`src/rtl/if_fetch_unit.sv`:
```
// if_fetch_unit: instruction-fetch stage feeding the IF/ID pipeline register.
//
// Owns the PC and fetches from instruction memory over a req/ack handshake. The stage
// registers the instruction and PC+4 for IF/ID, and keeps a one-entry skid buffer so an
// ack that lands while IF/ID is stalled is never lost. A taken branch flushes the output
// and the skid. If the branch hits while a request is still in flight, the stage enters
// SQUASH, which holds the stale request until memory acks it and then drops the data.
//
// Parameters:
//   RESET_PC      PC value after reset
//   NOP_INSTR     bubble instruction driven on RD_IF
// Ports:
//   clk, reset            clock, asynchronous active-low reset
//   stall                 IF/ID stall (1 = IF/ID holds)
//   branch_taken          single-cycle redirect request
//   branch_target         redirect address (bits [1:0] ignored)
//   imem_req/imem_addr    memory request; held stable until acked
//   imem_ack/imem_rdata   memory response
//   RD_IF, nextPC_IF      registered instruction and fetch address + 4
//   fetch_valid           1 = RD_IF is a real instruction, 0 = bubble
//   PC                    address of the next fetch
// Optional (macro IF_PERF_CNT_EN):
//   fetch_count           delivered (non-discarded) fetches
//   bubble_count          unstalled cycles that leave a bubble in the output register
module if_fetch_unit #(
   parameter logic [31:0] RESET_PC  = 32'h0000_0000,
   parameter logic [31:0] NOP_INSTR = 32'h0000_0000
) (
   input  logic        clk,
   input  logic        reset,
   input  logic        stall,
   input  logic        branch_taken,
   input  logic [31:0] branch_target,
   output logic        imem_req,
   output logic [31:0] imem_addr,
   input  logic        imem_ack,
   input  logic [31:0] imem_rdata,
   output logic [31:0] RD_IF,
   output logic [31:0] nextPC_IF,
   output logic        fetch_valid,
`ifdef IF_PERF_CNT_EN
   output logic [31:0] fetch_count,
   output logic [31:0] bubble_count,
`endif
   output logic [31:0] PC
);

   typedef enum logic [0:0] {StFetch, StSquash} state_e;

   state_e      state_q, state_d;
   logic [31:0] pc_q, pc_d;
   logic [31:0] rd_q, rd_d;
   logic [31:0] npc_q, npc_d;
   logic        valid_q, valid_d;
   logic [31:0] skid_instr_q, skid_instr_d;
   logic [31:0] skid_pc4_q, skid_pc4_d;
   logic        skid_valid_q, skid_valid_d;
   logic [31:0] squash_addr_q, squash_addr_d;
   // Low during the first cycle after reset so imem_req stays 0 while reset is active.
   logic        started_q;
   logic [31:0] pc_plus4;
   logic        ack_load;

   assign pc_plus4 = pc_q + 32'd4;

   always_comb begin
      imem_req  = 1'b0;
      imem_addr = pc_q;
      if (state_q == StSquash) begin
         imem_req  = started_q;
         imem_addr = squash_addr_q;
      end else begin
         imem_req  = started_q & ~skid_valid_q;
      end
   end

   // An ack that actually delivers an instruction (not squashed, not hit by a branch).
   assign ack_load = (state_q == StFetch) && imem_req && imem_ack && !branch_taken;

   always_comb begin
      state_d       = state_q;
      pc_d          = pc_q;
      rd_d          = rd_q;
      npc_d         = npc_q;
      valid_d       = valid_q;
      skid_instr_d  = skid_instr_q;
      skid_pc4_d    = skid_pc4_q;
      skid_valid_d  = skid_valid_q;
      squash_addr_d = squash_addr_q;

      if (branch_taken) begin
         rd_d         = NOP_INSTR;
         valid_d      = 1'b0;
         skid_valid_d = 1'b0;
         pc_d         = branch_target & 32'hFFFF_FFFC;
         if (state_q == StFetch && imem_req && !imem_ack) begin
            // Request in flight: keep presenting it until memory answers, then drop data.
            state_d       = StSquash;
            squash_addr_d = pc_q;
         end else if (state_q == StSquash && imem_ack) begin
            state_d = StFetch;
         end
      end else begin
         if (state_q == StSquash && imem_ack) begin
            state_d = StFetch;
         end
         if (ack_load) begin
            pc_d = pc_plus4;
            if (!valid_q || !stall) begin
               rd_d    = imem_rdata;
               npc_d   = pc_plus4;
               valid_d = 1'b1;
            end else begin
               skid_instr_d = imem_rdata;
               skid_pc4_d   = pc_plus4;
               skid_valid_d = 1'b1;
            end
         end else if (!stall) begin
            if (skid_valid_q) begin
               rd_d         = skid_instr_q;
               npc_d        = skid_pc4_q;
               valid_d      = 1'b1;
               skid_valid_d = 1'b0;
            end else begin
               rd_d    = NOP_INSTR;
               valid_d = 1'b0;
            end
         end
      end
   end

   always_ff @(posedge clk or negedge reset) begin
      if (!reset) begin
         state_q       <= StFetch;
         pc_q          <= RESET_PC;
         rd_q          <= NOP_INSTR;
         npc_q         <= 32'h0;
         valid_q       <= 1'b0;
         skid_instr_q  <= 32'h0;
         skid_pc4_q    <= 32'h0;
         skid_valid_q  <= 1'b0;
         squash_addr_q <= 32'h0;
         started_q     <= 1'b0;
      end else begin
         state_q       <= state_d;
         pc_q          <= pc_d;
         rd_q          <= rd_d;
         npc_q         <= npc_d;
         valid_q       <= valid_d;
         skid_instr_q  <= skid_instr_d;
         skid_pc4_q    <= skid_pc4_d;
         skid_valid_q  <= skid_valid_d;
         squash_addr_q <= squash_addr_d;
         started_q     <= 1'b1;
      end
   end

   assign RD_IF       = rd_q;
   assign nextPC_IF   = npc_q;
   assign fetch_valid = valid_q;
   assign PC          = pc_q;

`ifdef IF_PERF_CNT_EN
   logic [31:0] fetch_cnt_q, bubble_cnt_q;

   always_ff @(posedge clk or negedge reset) begin
      if (!reset) begin
         fetch_cnt_q  <= 32'h0;
         bubble_cnt_q <= 32'h0;
      end else begin
         if (ack_load) begin
            fetch_cnt_q <= fetch_cnt_q + 32'd1;
         end
         if (!stall && !valid_d) begin
            bubble_cnt_q <= bubble_cnt_q + 32'd1;
         end
      end
   end

   assign fetch_count  = fetch_cnt_q;
   assign bubble_count = bubble_cnt_q;
`endif

endmodule

```
`config.mk`:
```
export PLATFORM = sky130hd
export DESIGN_NAME = if_fetch_unit
export DESIGN_NICKNAME = d
export VERILOG_FILES = /design/src/rtl/if_fetch_unit.sv
export SDC_FILE = /design/constraint.sdc
export NUM_CORES = 1
export LEC_CHECK = 0
export ABC_CLOCK_PERIOD_IN_PS = 2000
export BUFFER_PORTS_ARGS = -buffer_cell sky130_fd_sc_hd__buf_2
export CORE_ASPECT_RATIO = 0.5
export CORE_MARGIN = 3
export CORE_UTILIZATION = 36
export DETAILED_ROUTE_END_ITERATION = 7
export GPL_ROUTABILITY_DRIVEN = 0
export PLACE_DENSITY = 0.66
export SLEW_MARGIN = 40
export SYNTH_ARGS = -nofsm -noshare
export SYNTH_HDL_FRONTEND = slang
export SYNTH_SLANG_ARGS = --single-unit
```
`constraint.sdc`:
```
create_clock -name clk -period 2 [get_ports clk]
set_input_delay 0.2 -clock clk [delete_from_list [all_inputs] [get_ports clk]]
set_output_delay 0.2 -clock clk [all_outputs]
set_load 0.02 [all_outputs]
```
==> results of run 1 <==
[cell usage in the layout (no fill, tap or decap), types with 4 or more instances in the layout]
cell | Yosys | final
a211oi_2 | 5 | 5
a21o_1 | 7 | 7
a21oi_1 | 15 | 15
a22oi_1 | 35 | 35
and2_1 | 5 | 5
and4_1 | 4 | 4
buf_12 | 0 | 9
buf_2 | 21 | 189
buf_4 | 21 | 53
clkbuf_16 | 0 | 17
conb_1 | 2 | 7
dfrtp_1 | 188 | 186
dlygate4sd3_1 | 0 | 62
inv_1 | 6 | 6
mux2_2 | 58 | 58
nand2_1 | 226 | 226
nand3_1 | 18 | 18
nand3_2 | 4 | 4
nand4_1 | 12 | 12
nand4_4 | 4 | 4
nor2_1 | 30 | 28
nor3_1 | 14 | 13
nor4_1 | 6 | 6
nor4_4 | 3 | 4
o211ai_1 | 4 | 4
o21ai_0 | 98 | 96
o21ai_1 | 9 | 10
o22ai_1 | 9 | 9
xnor2_1 | 35 | 35
xor2_1 | 21 | 21
[layer usage]
| layer | global-route usage (%) | vias to the layer above | part of all wire, % |
|---|---|---|---|
| li1 | - | 3710 | - |
| met1 | 26.7 | 3759 | 45 |
| met2 | 31.7 | 255 | 47 |
| met3 | 4.37 | 49 | 5.1 |
| met4 | 7.30 | 0 | 2.4 |
| met5 | 0 | - | 0 |
[sequential cells by signal, indices dropped and copies added (netlist names)]
name,cells
PC,30
RD_IF,32
skid_pc4_q,30
started_q,1
skid_instr_q,32
skid_valid_q,1
state_q,1
nextPC_IF,30
squash_addr_q,30
fetch_valid,1
[power groups by stage]
stage,clock network [mW],logic [mW],registers (mW)
final,3.32,2.28,4.72
after floorplan,0,1.13,4.95
after CTS,3.41,2.28,4.71
after global routing,3.56,2.49,4.78
after detailed placement,0,2.18,4.78
after global placement,0,2.14,4.74
[worst max-delay path: stages, from the launching register on]
cell      delay [ns]
dfrtp_2         0.46
nor4bb_4        0.37
buf_4           0.20
nand4_4         0.15
nor4_4          0.28
xor2_1          0.10
mux2_2          0.27
[worst paths after layout]
| check | from | to | slack, ns | depth (start not counted) |
|---|---|---|---|---|
| worst min register to register | nextPC_IF[7] | nextPC_IF[7] | 0.47 | 1 |
| worst max register to register | state_q | PC[25] | 0.07 | 6 |
| worst max-delay path | state_q | PC[25] | 0.07 | 6 |
| worst min-delay path | branch_target[20] | PC[20] | 0.05 | 3 |
| min in group asynchronous | reset | squash_addr_q[8] | 0.24 | 2 |
| max in group asynchronous | reset | state_q | 1.11 | 3 |
[cell type report]
class | instances | area (um2)
diodes | 1 | 2.50
clock buffers | 21 | 460
clock inverters | 11 | 110
fillers | 2238 | 12600
inverters | 7 | 26.3
multi-input cells | 662 | 4080
flip-flops and latches | 188 | 4710
well taps | 336 | 420
repair buffers | 317 | 2190
[metrics by stage]
| stage | worst slack [ns] | cells |
|---|---|---|
| floorplan | 0.0114 | 940 |
| detailed placement | 0.101 | 1446 |
| finish | 0.0680 | 1543 |
| CTS | 0.0116 | 1540 |
| global route | -0.0391 | 1543 |
| global placement | 0.115 | 1446 |
[kinds of logic after synthesis]
kind of cell,Yosys count,synth area share (%)
compound gates,191,12.5
mux,59,7.21
flops,188,51.1
fa+ha+maj,1,0.136
buf+inv,90,5.07
other cells,2,0.0816
simple gates,348,18.6
xor+xnor,56,5.33
[repair_timing]
action                     CTS  global route
hold buffers                62             0
buffers inserted             0             2
cloned                       0             0
gates resized for setup      3            12
setup endpoints to repair   30            48
pin swaps                    0             1
hold endpoints to repair    94             0
==> summary.md, run 1 <==
| Metric | Value |
|---|---|
| Yosys reg bits | `188` |
| Post-Layout Inst Area | `12000 um2` |
| Combinational power share | `22.1%` |
| CP startpoint kind | `flip-flop` |
| Placed inst area | `10700 um2` |
| I/O pin count | `199` |
| Seq/Total Area, Yosys | `51.1%` |
| Crit-path max FO | `6` |
| Final setup TNS | `0 ns` |
| Die height | `119 um` |
| Total GRT Usage | `19.9%` |
| Core footprint | `24600 um2` |
| Synth top cells by count | `nand2_1 (226), dfrtp_1 (188), o21ai_0 (98)` |
| Hold slack | `0.0501 ns` |
| Vias in the first global route | `7856` |
| DP HPWL | `18.7 mm` |
| Post-Synthesis Cells | `935` |
| Via count | `7773` |
| Avg Synthesized Cell Area | `9.84 um2` |
| Drt drc | `0` |
| Pre-Repair DR Iteration Count | `5` |
| Critical path class | `flip-flop to flip-flop` |
| Net Sw Frac | `31.2%` |
| Yosys top cell by area | `dfrtp_1` |
| Clock Path Buffers | `2` |
| Max Slew Vio Count | `0` |
| First-pass GRT wire length | `43.1 mm` |
| Top-area cell type share of the netlist area | `51.1%` |
| Util after Layout | `48.8%` |
| Fraction of synthesis flops using an asynchronous set or reset pin | `100%` |
| Netlist cell types | `55` |
| Post-synth EDFFs | `0` |
| CTS tree | `yes` |
| Count leader, synth | `nand2_1` |
| Die width | `232 um` |
| Setup-failing EPs final | `0` |
| Nets | `1263` |
| RSZ-0062 raised after global routing | `yes` |
| FMAX | `518 MHz` |
| Worst Skew | `0.00803 ns` |
| Clock-pin slew on the worst setup and hold paths | `0.07 ns` |
| Status | `finished, final reports clean` |
| Total Die Area | `27600 um2` |
| Share of layout cells above drive strength 1 | `31.6%` |
| Synth area leaders | `dfrtp_1 (51%), nand2_1 (9.2%), mux2_2 (7.1%)` |
| Largest net degree at the start of global routing | `60` |
| Clk sink count | `188` |
| Total grt overflow | `0` |
| Ys Warns | `0` |
| Starting Density | `37.5%` |
| Crit. End Element | `flip-flop` |
| Leak | `5.54 nW` |
| Htree depth | `4` |
| Synth-to-layout area growth | `30.4%` |
| Average wire per standard cell | `17.4 um` |
| Clk network pwr share | `32.2%` |
| Min-Delay Path Class | `input port to flip-flop` |
| Num CTS Buffers | `17` |
| Max cap viols | `0` |
| Crit path DAT | `2.27 ns` |
| Tcrit/Tclk final | `96.6%` |
| CP Data Required Time | `2.34 ns` |
| Int Pwr | `7.10 mW` |
| VDD IR max | `0.659 mV` |
| 1st-iter DRT viols | `722` |
| Initial antenna violation count | `1` |
| Pwr dens | `860 nW/um2` |
| Power, Total | `10.3 mW` |
| Post-Syn Area | `9200 um2` |
| Slew at the pin with the worst max-slew slack | `0.511 ns` |
| WL final | `26.9 mm` |
| Final hold violation count | `0` |
| Final ANT Viol Nets | `0` |
| Final min period | `1.93 ns` |
| Vias per cell | `5.04` |
| Latest clock arrival within the worst-skew pair | `0.45 ns` |
| Seq pwr share | `45.7%` |
| Num rows | `40` |
| Synth Flop Type | `dfrtp_1` |
| Root Driver | `clkbuf_16` |
| Relative slew slack | `65.7%` |
| Port Buffers | `190` |
| P_sw | `3.22 mW` |
Note: power is estimated with default switching activity, not from simulation.
==> inputs of run 2 (changes only) <==
==> constraint.sdc (replaced) <==
create_clock -name clk -period 2 [get_ports clk]
set_input_delay 0.3 -clock clk [delete_from_list [all_inputs] [get_ports clk]]
set_output_delay 0.3 -clock clk [all_outputs]
set_load 0.02 [all_outputs]
==> summary.md, run 2 (synthesized netlist as in run 1, its figures left out) <==
| Metric | Value |
|---|---|
| Util after Layout | `46.7%` |
| Die height | `119 um` |
| Final min period | `1.95 ns` |
| CP startpoint kind | `flip-flop` |
| Final setup TNS | `0 ns` |
| Average wire per standard cell | `17.8 um` |
| Setup-failing EPs final | `0` |
| DP HPWL | `18.4 mm` |
| Worst r2r path cells | `6` |
| Final ANT Viol Nets | `0` |
| Cell depth of the worst hold path | `3` |
| Root Driver | `clkbuf_16` |
| Num CTS Buffers | `17` |
| Total grt overflow | `0` |
| VDD IR max | `0.642 mV` |
| Max cap viols | `0` |
| Pre-Repair DR Iteration Count | `5` |
| Clock Path Buffers | `2` |
| Initial antenna violation count | `2` |
| Die width | `232 um` |
| Critical path class | `flip-flop to output port` |
| Hold path endpoint | `skid_instr_q[22]` |
| Fillers | `2265` |
| Starting Density | `37.5%` |
| Crit path DAT | `1.65 ns` |
| Most frequent cells in the layout | `nand2_1 (226), dfrtp_1 (187), buf_2 (186)` |
| Tcrit/Tclk final | `97.7%` |
| Drt drc | `0` |
| Vias in the first global route | `7365` |
| Via count | `7523` |
| Worst Skew | `0.00924 ns` |
| Largest net degree at the start of global routing | `59` |
| Pwr dens | `917 nW/um2` |
| Worst r2r dst | `skid_pc4_q[21]` |
| Slew at the pin with the worst max-slew slack | `0.530 ns` |
| Num rows | `40` |
| DP Worst Slack | `0.126 ns` |
| Crit. End Element | `output port` |
| Min-Delay Path Class | `input port to flip-flop` |
| Final hold violation count | `0` |
| CTS tree | `yes` |
| R2R setup slack | `0.12 ns` |
| Leak | `5.30 nW` |
| Total Die Area | `27600 um2` |
| Share of layout cells above drive strength 1 | `32.9%` |
| Vias per cell | `5.09` |
| Relative slew slack | `64.7%` |
| FMAX | `512 MHz` |
| Slack of the critical path | `0.0451 ns` |
| Synth-to-layout area growth | `24.7%` |
| 1st-iter DRT viols | `645` |
| RSZ-0062 raised after global routing | `yes` |
| Most common cell after layout, fill and taps aside | `nand2_1` |
| Core footprint | `24600 um2` |
| Clock-pin slew on the worst setup and hold paths | `0.07 ns` |
| WL final | `26.3 mm` |
| Htree depth | `4` |
| Power, Total | `10.5 mW` |
| Max Slew Vio Count | `0` |
| Port Buffers | `190` |
| I/O pin count | `199` |
| CP Data Required Time | `1.70 ns` |
| Latest clock arrival within the worst-skew pair | `0.45 ns` |
| First-pass GRT wire length | `41.1 mm` |
| Status | `finished, final reports clean` |
| Crit-path max FO | `17` |
| Worst r2r src | `PC[2]` |
| Total GRT Usage | `19.0%` |
| Clk sink count | `188` |
| Worst Min Path Start | `imem_rdata[22]` |
| Nets | `1198` |
==> run 2: cell types whose count changed in the layout (fill, tap and decap cells not counted), sizes merged <==
cell and delta:
buf -5, clkinv -3, diode +1, bufinv +2, dlygate4sd3 -61, clkbuf +1, clkinvlp +1
==> run 2: metal layers <==
metal  track usage (%)  wire length [um]  part of all wire (%)  up-vias
met4              6.26               547                   2.1        0
met2              30.4             12400                    47      216
li1                  -                 -                     -     3587
met5                 0                 0                     0        -
met3              4.49              1330                   5.1       30
met1              25.5             12000                    46     3690
==> run 2: per-stage QoR <==
step	instances	hold WS, ns	cell area [um2]
floorplan	940	0.00441	9230
global placement	1441	0.311	10800
detailed placement	1441	0.320	10800
CTS	1474	0.0361	11400
global route	1479	0.0557	11500
finish	1479	0.0543	11500
==> run 2: worst max-delay path by stage <==
stage | start | to | slack [ns] | depth (start not counted)
2_1_floorplan | PC[3] | nextPC_IF[20] | 0.01 | 7
6_report | state_q | imem_addr[14] | 0.05 | 3
4_1_cts | skid_valid_q | imem_req | 0.02 | 4
3_3_place_gp | PC[2] | PC[20] | 0.1 | 7
3_5_place_dp | PC[2] | PC[20] | 0.13 | 7
5_1_grt | state_q | imem_addr[13] | -0.01 | 3
==> run 2: layout make-up <==
cell class                      count  area (um2)  area share (%)
Clock inverter                     11         158            1.37
Timing Repair Buffer              252        1620            14.1
Tap cell                          336         420            3.66
Multi-Input combinational cell    662        4080            35.5
Inverter                            7        26.3           0.229
Clock buffer                       21         460            4.01
Sequential cell                   188        4710            41.0
Antenna cell                        2        5.00          0.0436
==> run 2: where the power goes <==
part / leakage (nW) / total [mW] / internal (mW) / switching [mW]
clock: 0.288 / 3.61 / 2.05 / 1.56
sequential: 2.44 / 4.72 / 4.36 / 0.359
combinational: 2.57 / 2.20 / 0.882 / 1.32
total: 5.30 / 10.5 / 7.29 / 3.24
==> run 2: worst max-delay path, stage by stage, from the launching register on <==
cell,delay [ns]
dfrtp_2,0.48
clkbuf_16,0.22
o21ai_0,0.28
buf_2,0.23
==> run 2: repair_timing <==
item / in CTS / in global routing
resized for setup: 1 / 10
hold endpoints to repair: 49 / 0
cloned: 0 / 1
hold buffers: 1 / 0
pin swaps: 0 / 0
buffers inserted: 0 / 2
setup endpoints to repair: 27 / 15
